===== config.mk =====
export PLATFORM = sky130hd
export DESIGN_NAME = delay_line_bank
export DESIGN_NICKNAME = d
export VERILOG_FILES = /design/src/rtl/delay_line_bank_pkg.sv /design/src/rtl/delay_line_bank_dl_line.sv /design/src/rtl/delay_line_bank.sv
export SDC_FILE = /design/constraint.sdc
export NUM_CORES = 1
export LEC_CHECK = 0
export BUFFER_PORTS_ARGS = -buffer_cell sky130_fd_sc_hd__buf_2
export CORE_MARGIN = 10
export CORE_UTILIZATION = 30
export CTS_CLUSTER_SIZE = 28
export DETAILED_ROUTE_END_ITERATION = 10
export SYNTH_ARGS = -nofsm -noshare
export SYNTH_HDL_FRONTEND = slang
export SYNTH_SLANG_ARGS = --single-unit

===== constraint.sdc =====
create_clock -name clk -period 9.6 [get_ports clk]
set_clock_uncertainty 0.15 [all_clocks]
set_input_delay 0.96 -clock clk [delete_from_list [all_inputs] [get_ports clk]]
set_output_delay 0.96 -clock clk [all_outputs]
set_load 0.02 [all_outputs]

===== src/rtl/delay_line_bank_pkg.sv =====
// ============================================================================
// Module   : delay_line_bank_pkg
// Brief    : Access-FSM state encoding and width helpers for delay_line_bank.
// Revision : 1.0
// ============================================================================
`default_nettype none

package delay_line_bank_pkg;

  typedef enum logic [1:0] {
    ST_IDLE = 2'd0,
    ST_SEEK = 2'd1,
    ST_XFER = 2'd2,
    ST_DONE = 2'd3
  } dl_state_e;

  // Select/counter width that never collapses to zero bits.
  function automatic int clog2_min1(input int n);
    return (n < 2) ? 1 : $clog2(n);
  endfunction

endpackage

`default_nettype wire


===== src/rtl/delay_line_bank_dl_line.sv =====
// ============================================================================
// Module   : dl_line
// Brief    : One recirculating LEN-cell serial line with head injection.
// Revision : 1.0
// ============================================================================
`default_nettype none

module dl_line #(
  parameter int LEN = 104
) (
  input  logic clk,
  input  logic rst,
  input  logic i_en,
  input  logic i_inj,
  input  logic i_inj_d,
  output logic o_tail
);

  logic [LEN-1:0] r_cells;

  always_ff @(posedge clk or posedge rst) begin
    if (rst) begin
      r_cells <= '0;
    end else if (i_en) begin
      r_cells <= {r_cells[LEN-2:0], (i_inj ? i_inj_d : r_cells[LEN-1])};
    end
  end

  assign o_tail = r_cells[LEN-1];

endmodule

`default_nettype wire


===== src/rtl/delay_line_bank.sv =====
// ============================================================================
// Module   : delay_line_bank
// Brief    : Bank of recirculating delay lines with sense latches and a
//            word-parallel req/ack access port.
// Revision : 1.0
// ============================================================================
`default_nettype none

module delay_line_bank
  import delay_line_bank_pkg::*;
#(
  parameter int CHANNELS = 2,
  parameter int PHASES   = 4,
  parameter int WORD     = 26
) (
  input  logic                                  clk,
  input  logic                                  rst,
  input  logic                                  run,
  input  logic [CHANNELS-1:0]                   ser_we,
  input  logic [CHANNELS-1:0]                   ser_d,
  input  logic                                  req,
  input  logic                                  req_we,
  input  logic [clog2_min1(CHANNELS)-1:0]       req_ch,
  input  logic [clog2_min1(PHASES)-1:0]         req_reg,
  input  logic [WORD-1:0]                       req_wdata,
  output logic                                  busy,
  output logic                                  ack,
  output logic [WORD-1:0]                       rdata,
  output logic [CHANNELS*PHASES-1:0]            tap_q,
  output logic [clog2_min1(PHASES)-1:0]         phase,
  output logic [clog2_min1(WORD)-1:0]           bitidx
);

  localparam int LINE_LEN = PHASES * WORD;
  localparam int CW       = clog2_min1(CHANNELS);
  localparam int PW       = clog2_min1(PHASES);
  localparam int BW       = clog2_min1(WORD);

  logic [PW-1:0]             r_phase;
  logic [BW-1:0]             r_bitidx;
  logic [CHANNELS*PHASES-1:0] r_tap;

  dl_state_e                 r_state;
  logic [CW-1:0]             r_ch;
  logic [PW-1:0]             r_reg;
  logic                      r_we;
  logic [WORD-1:0]           r_wdata;
  logic [WORD-1:0]           r_sh;
  logic                      r_busy;
  logic                      r_ack;
  logic [WORD-1:0]           r_rdata;

  logic [CHANNELS-1:0]       w_tail;
  logic [CHANNELS-1:0]       w_fsm_inj;
  logic [CHANNELS-1:0]       w_inj;
  logic [CHANNELS-1:0]       w_inj_d;
  logic                      w_slot_hit;
  logic                      w_xfer;
  logic                      w_cap;
  logic                      w_wbit;
  logic [WORD-1:0]           w_sh_next;

  // Slot counters: phase is the fast digit, bitidx the slow one.
  always_ff @(posedge clk or posedge rst) begin
    if (rst) begin
      r_phase  <= '0;
      r_bitidx <= '0;
    end else if (run) begin
      if (r_phase == PW'(PHASES - 1)) begin
        r_phase  <= '0;
        r_bitidx <= (r_bitidx == BW'(WORD - 1)) ? '0 : r_bitidx + 1'b1;
      end else begin
        r_phase <= r_phase + 1'b1;
      end
    end
  end

  assign w_slot_hit = run && (r_phase == r_reg);
  assign w_xfer     = ((r_state == ST_SEEK) && w_slot_hit && (r_bitidx == '0)) ||
                      ((r_state == ST_XFER) && w_slot_hit);
  assign w_cap      = w_tail[r_ch];
  assign w_wbit     = r_wdata[r_bitidx];

  always_comb begin
    w_sh_next           = r_sh;
    w_sh_next[r_bitidx] = w_cap;
  end

  generate
    for (genvar g = 0; g < CHANNELS; g++) begin : g_line
      // The access FSM owns the head cell whenever it writes this channel.
      assign w_fsm_inj[g] = w_xfer && r_we && (r_ch == CW'(g));
      assign w_inj[g]     = w_fsm_inj[g] || ser_we[g];
      assign w_inj_d[g]   = w_fsm_inj[g] ? w_wbit : ser_d[g];

      dl_line #(
        .LEN (LINE_LEN)
      ) u_line (
        .clk     (clk),
        .rst     (rst),
        .i_en    (run),
        .i_inj   (w_inj[g]),
        .i_inj_d (w_inj_d[g]),
        .o_tail  (w_tail[g])
      );
    end
  endgenerate

  always_ff @(posedge clk or posedge rst) begin
    if (rst) begin
      r_tap <= '0;
    end else if (run) begin
      for (int c = 0; c < CHANNELS; c++) begin
        for (int r = 0; r < PHASES; r++) begin
          if (r_phase == PW'(r)) begin
            r_tap[c*PHASES + r] <= w_tail[c];
          end
        end
      end
    end
  end

  always_ff @(posedge clk or posedge rst) begin
    if (rst) begin
      r_state <= ST_IDLE;
      r_ch    <= '0;
      r_reg   <= '0;
      r_we    <= 1'b0;
      r_wdata <= '0;
      r_sh    <= '0;
      r_busy  <= 1'b0;
      r_ack   <= 1'b0;
      r_rdata <= '0;
    end else begin
      r_ack <= 1'b0;
      case (r_state)
        ST_IDLE: begin
          if (req) begin
            r_ch    <= req_ch;
            r_reg   <= req_reg;
            r_we    <= req_we;
            r_wdata <= req_wdata;
            r_busy  <= 1'b1;
            r_state <= ST_SEEK;
          end
        end
        ST_SEEK: begin
          if (w_xfer) begin
            r_sh    <= w_sh_next;
            r_state <= ST_XFER;
          end
        end
        ST_XFER: begin
          if (w_xfer) begin
            r_sh <= w_sh_next;
            // Result is published together with ack so it includes the last bit.
            if (r_bitidx == BW'(WORD - 1)) begin
              r_state <= ST_DONE;
              r_ack   <= 1'b1;
              r_rdata <= w_sh_next;
            end
          end
        end
        ST_DONE: begin
          r_busy  <= 1'b0;
          r_state <= ST_IDLE;
        end
        default: r_state <= ST_IDLE;
      endcase
    end
  end

  assign busy   = r_busy;
  assign ack    = r_ack;
  assign rdata  = r_rdata;
  assign tap_q  = r_tap;
  assign phase  = r_phase;
  assign bitidx = r_bitidx;

endmodule

`default_nettype wire


==> impl_metrics.json <==
{
  "startpoint": "bitidx[0]$_DFFE_PP0P_",
  "synth_area_um2": 12520,
  "drt-initial-drc-count": 430,
  "grt_setup_unrepaired": "false",
  "cts-root-buf": "clkbuf_16",
  "maxCapViolCount": 0,
  "crit_path_end_kind": "register",
  "timing.rr.start": "bitidx[0]$_DFFE_PP0P_",
  "synth.largest_area_cell": "dfrtp_1",
  "multi_input_area_um2": 4569,
  "ir_drop_uv": 138.1,
  "largest_reg_flops": 208,
  "final_common_cell": "dfrtp_1",
  "fillerInstances": 3910,
  "cts_max_level": 1,
  "worstPathRequired_ns": 9.89,
  "min-delay-start": "r_sh[15]$_DFFE_PP0P_",
  "yosysTopAreaCellShare": 0.6156,
  "final_layout_size_suffix_gt1_frac": 0.4603,
  "r2r-end": "r_state[1]$_DFFE_PP0P_",
  "leakagePower_uw": 0.007032,
  "totalWireLength_um": 23240,
  "drt-vias-per-instance": 4.678,
  "path_class": "reg -> reg",
  "finalCritPeriodShare": 0.3616,
  "syn_inst": 856,
  "place.gp.congestion": 0.7499,
  "setup_viol": 0,
  "antenna_cells": 0,
  "layout.nets": 971,
  "port_buffers": 80,
  "reg2reg_depth": 8,
  "dieArea_um2": 50310,
  "status": "complete, no violations",
  "cts_made_buffers": 30,
  "die_w_um": 224.3,
  "worst_pin_slew_ns": 1.064,
  "reg2reg_setup_slack_ns": 6.13,
  "place_hpwl_um": 14640,
  "synth_area_leaders": "dfrtp_1, mux2_2, a31oi_1, a21oi_1, clkbuf_1",
  "finalSetupTns_ns": 0,
  "hold_path.class": "reg -> reg",
  "ys.flop_type": "dfrtp_1",
  "ys_ff_latch": 308,
  "yosysWarnings": 0,
  "drtAntennaViolNets": 0,
  "grt_pass1_wl_um": 38680,
  "wl_per_cell_um": 15.73,
  "layout_common_cells": "dfrtp_1, mux2_2, buf_2, a21oi_1, a31oi_1",
  "grt_usage": 0.09188,
  "drt_pass1_iterations": 4,
  "worstHoldPathCells": 1,
  "path_max_fanout": 29,
  "row_count": 74,
  "cts_resized": 0,
  "hold_end": "r_sh[15]$_DFFE_PP0P_",
  "ys_types": 42,
  "synthToLayoutAreaGrowth_pct": 16.31,
  "cts_tree": "done",
  "path_clk_slew_ns": 0.07,
  "cts_max_path_buffers": 3,
  "post-cts-setup-buffers": 0,
  "grt_max_degree": 144,
  "final_hold_viol_count": 0,
  "clkLatencyLatePin_ns": 0.55,
  "post-route-drc-count": 0,
  "synth_enable_flop_cells": 0,
  "slew_viol_final": 0,
  "fin_util": 0.3550,
  "largest_register": "g_line.u_line.r_cells",
  "synth-async-reset-ratio": 1.000,
  "ios": 81,
  "core_area_um2": 41020,
  "die_h_um": 224.3,
  "relSlewSlack": 0.2906,
  "period_minus_slack_ns": 3.472,
  "arrival_ns": 3.76,
  "critPathLaunchType": "register",
  "syn-num-nets": 906,
  "powerDensity_nw_per_um2": 248.4,
  "grt_pass1_vias": 6887,
  "initial_core_util": 0.3053,
  "cts.sinks": 308,
  "cts_hold_buf": 0,
  "yosysSeqAreaShare": 0.6156,
  "overflow": 0,
  "fmax_mhz": 288.1,
  "via_count": 6910,
  "synth.avg_cell_area_um2": 14.63,
  "seqCellArea_um2": 7707,
  "antenna_found_initial": 0
}
==> cell families (layout without fill, tap and decap cells) <==
group | count (synthesis) | in the layout | share of synthesized area
flops | 308 | 308 | 0.6156
mux | 302 | 302 | 0.2733
compound gates | 90 | 90 | 0.04197
simple gates | 77 | 77 | 0.03438
buf+inv | 65 | 154 | 0.02139
fa+ha+maj | 12 | 12 | 0.01199
xor+xnor | 2 | 2 | 0.001399
==> report_power, final <==
| part | internal, µW | switching, µW |
|---|---|---|
| clock network | 791 | 497 |
| registers | 1500 | 159 |
| logic | 319 | 357 |
==> how the worst max path moves through the flow <==
stage                                               end  cells after the start  slack (ns)
2_1_floorplan                             ack$_DFF_PP0_                      1        4.39
3_3_place_gp   g_line[1].u_line.r_cells[17]$_DFFE_PP0P_                      4        5.71
3_5_place_dp   g_line[1].u_line.r_cells[61]$_DFFE_PP0P_                      4        5.71
4_1_cts                          r_state[1]$_DFFE_PP0P_                      8        6.13
5_1_grt                          r_state[1]$_DFFE_PP0P_                      8        5.85
6_report                         r_state[1]$_DFFE_PP0P_                      8        6.13
==> Yosys cell counts (2+ instances only) <==
| cell type | number |
|---|---|
| dfrtp_1 | 308 |
| mux2_2 | 284 |
| clkbuf_1 | 44 |
| a21oi_1 | 36 |
| a31oi_1 | 32 |
| nand2_1 | 23 |
| nor3_1 | 13 |
| ha_1 | 12 |
| buf_2 | 10 |
| mux2i_1 | 10 |
| inv_1 | 9 |
| nand4_1 | 9 |
| o21ai_0 | 9 |
| nand3_1 | 8 |
| mux2_1 | 5 |
| nor2_1 | 5 |
| o22ai_1 | 4 |
| mux4_2 | 3 |
| nand3b_1 | 3 |
| a211oi_1 | 2 |
| nor2b_1 | 2 |
| nor4b_1 | 2 |
| o31ai_1 | 2 |
| or3_1 | 2 |
| xnor2_1 | 2 |
==> worst max-delay path, cell delays in order (launching register included) <==
cell and delay (ns):
dfrtp_1 0.68, inv_1 0.20, ha_1 0.61, nor4b_4 0.44, a21oi_2 0.19, nor3_4 0.19, buf_4 0.39, o22ai_1 0.19
mux2_2 0.30
==> stage by stage <==
| stage | total power (µW) | hold WS, ns | instances | instance area, µm² | setup slack (ns) |
|---|---|---|---|---|---|
| after floorplan | 2162 | 0.3089 | 856 | 12520 | 4.391 |
| after global placement | 2340 | 0.3248 | 1421 | 13470 | 5.713 |
| after CTS | 3666 | 0.3442 | 1477 | 14560 | 6.130 |
| after detailed placement | 2359 | 0.3302 | 1421 | 13470 | 5.705 |
| after global routing | 3814 | 0.3630 | 1477 | 14560 | 5.855 |
| final | 3618 | 0.3445 | 1477 | 14560 | 6.128 |
==> area by class of cell <==
class	count	area share
clock buffers	42	0.05954
clock inverters	14	0.01555
inverters	9	0.002578
multi-input cells	483	0.3138
flip-flops and latches	308	0.5293
well taps	532	0.04571
repair buffers	89	0.03359
==> metal layers <==
layer,track usage,up-vias,routed length [µm]
met1,0.1269,3524,10940
met5,0,-,0
met4,0.02062,0,430
met3,0.02238,29,1281
met2,0.1431,119,10580
li1,-,3238,-
(Power assumes the default switching activity.)
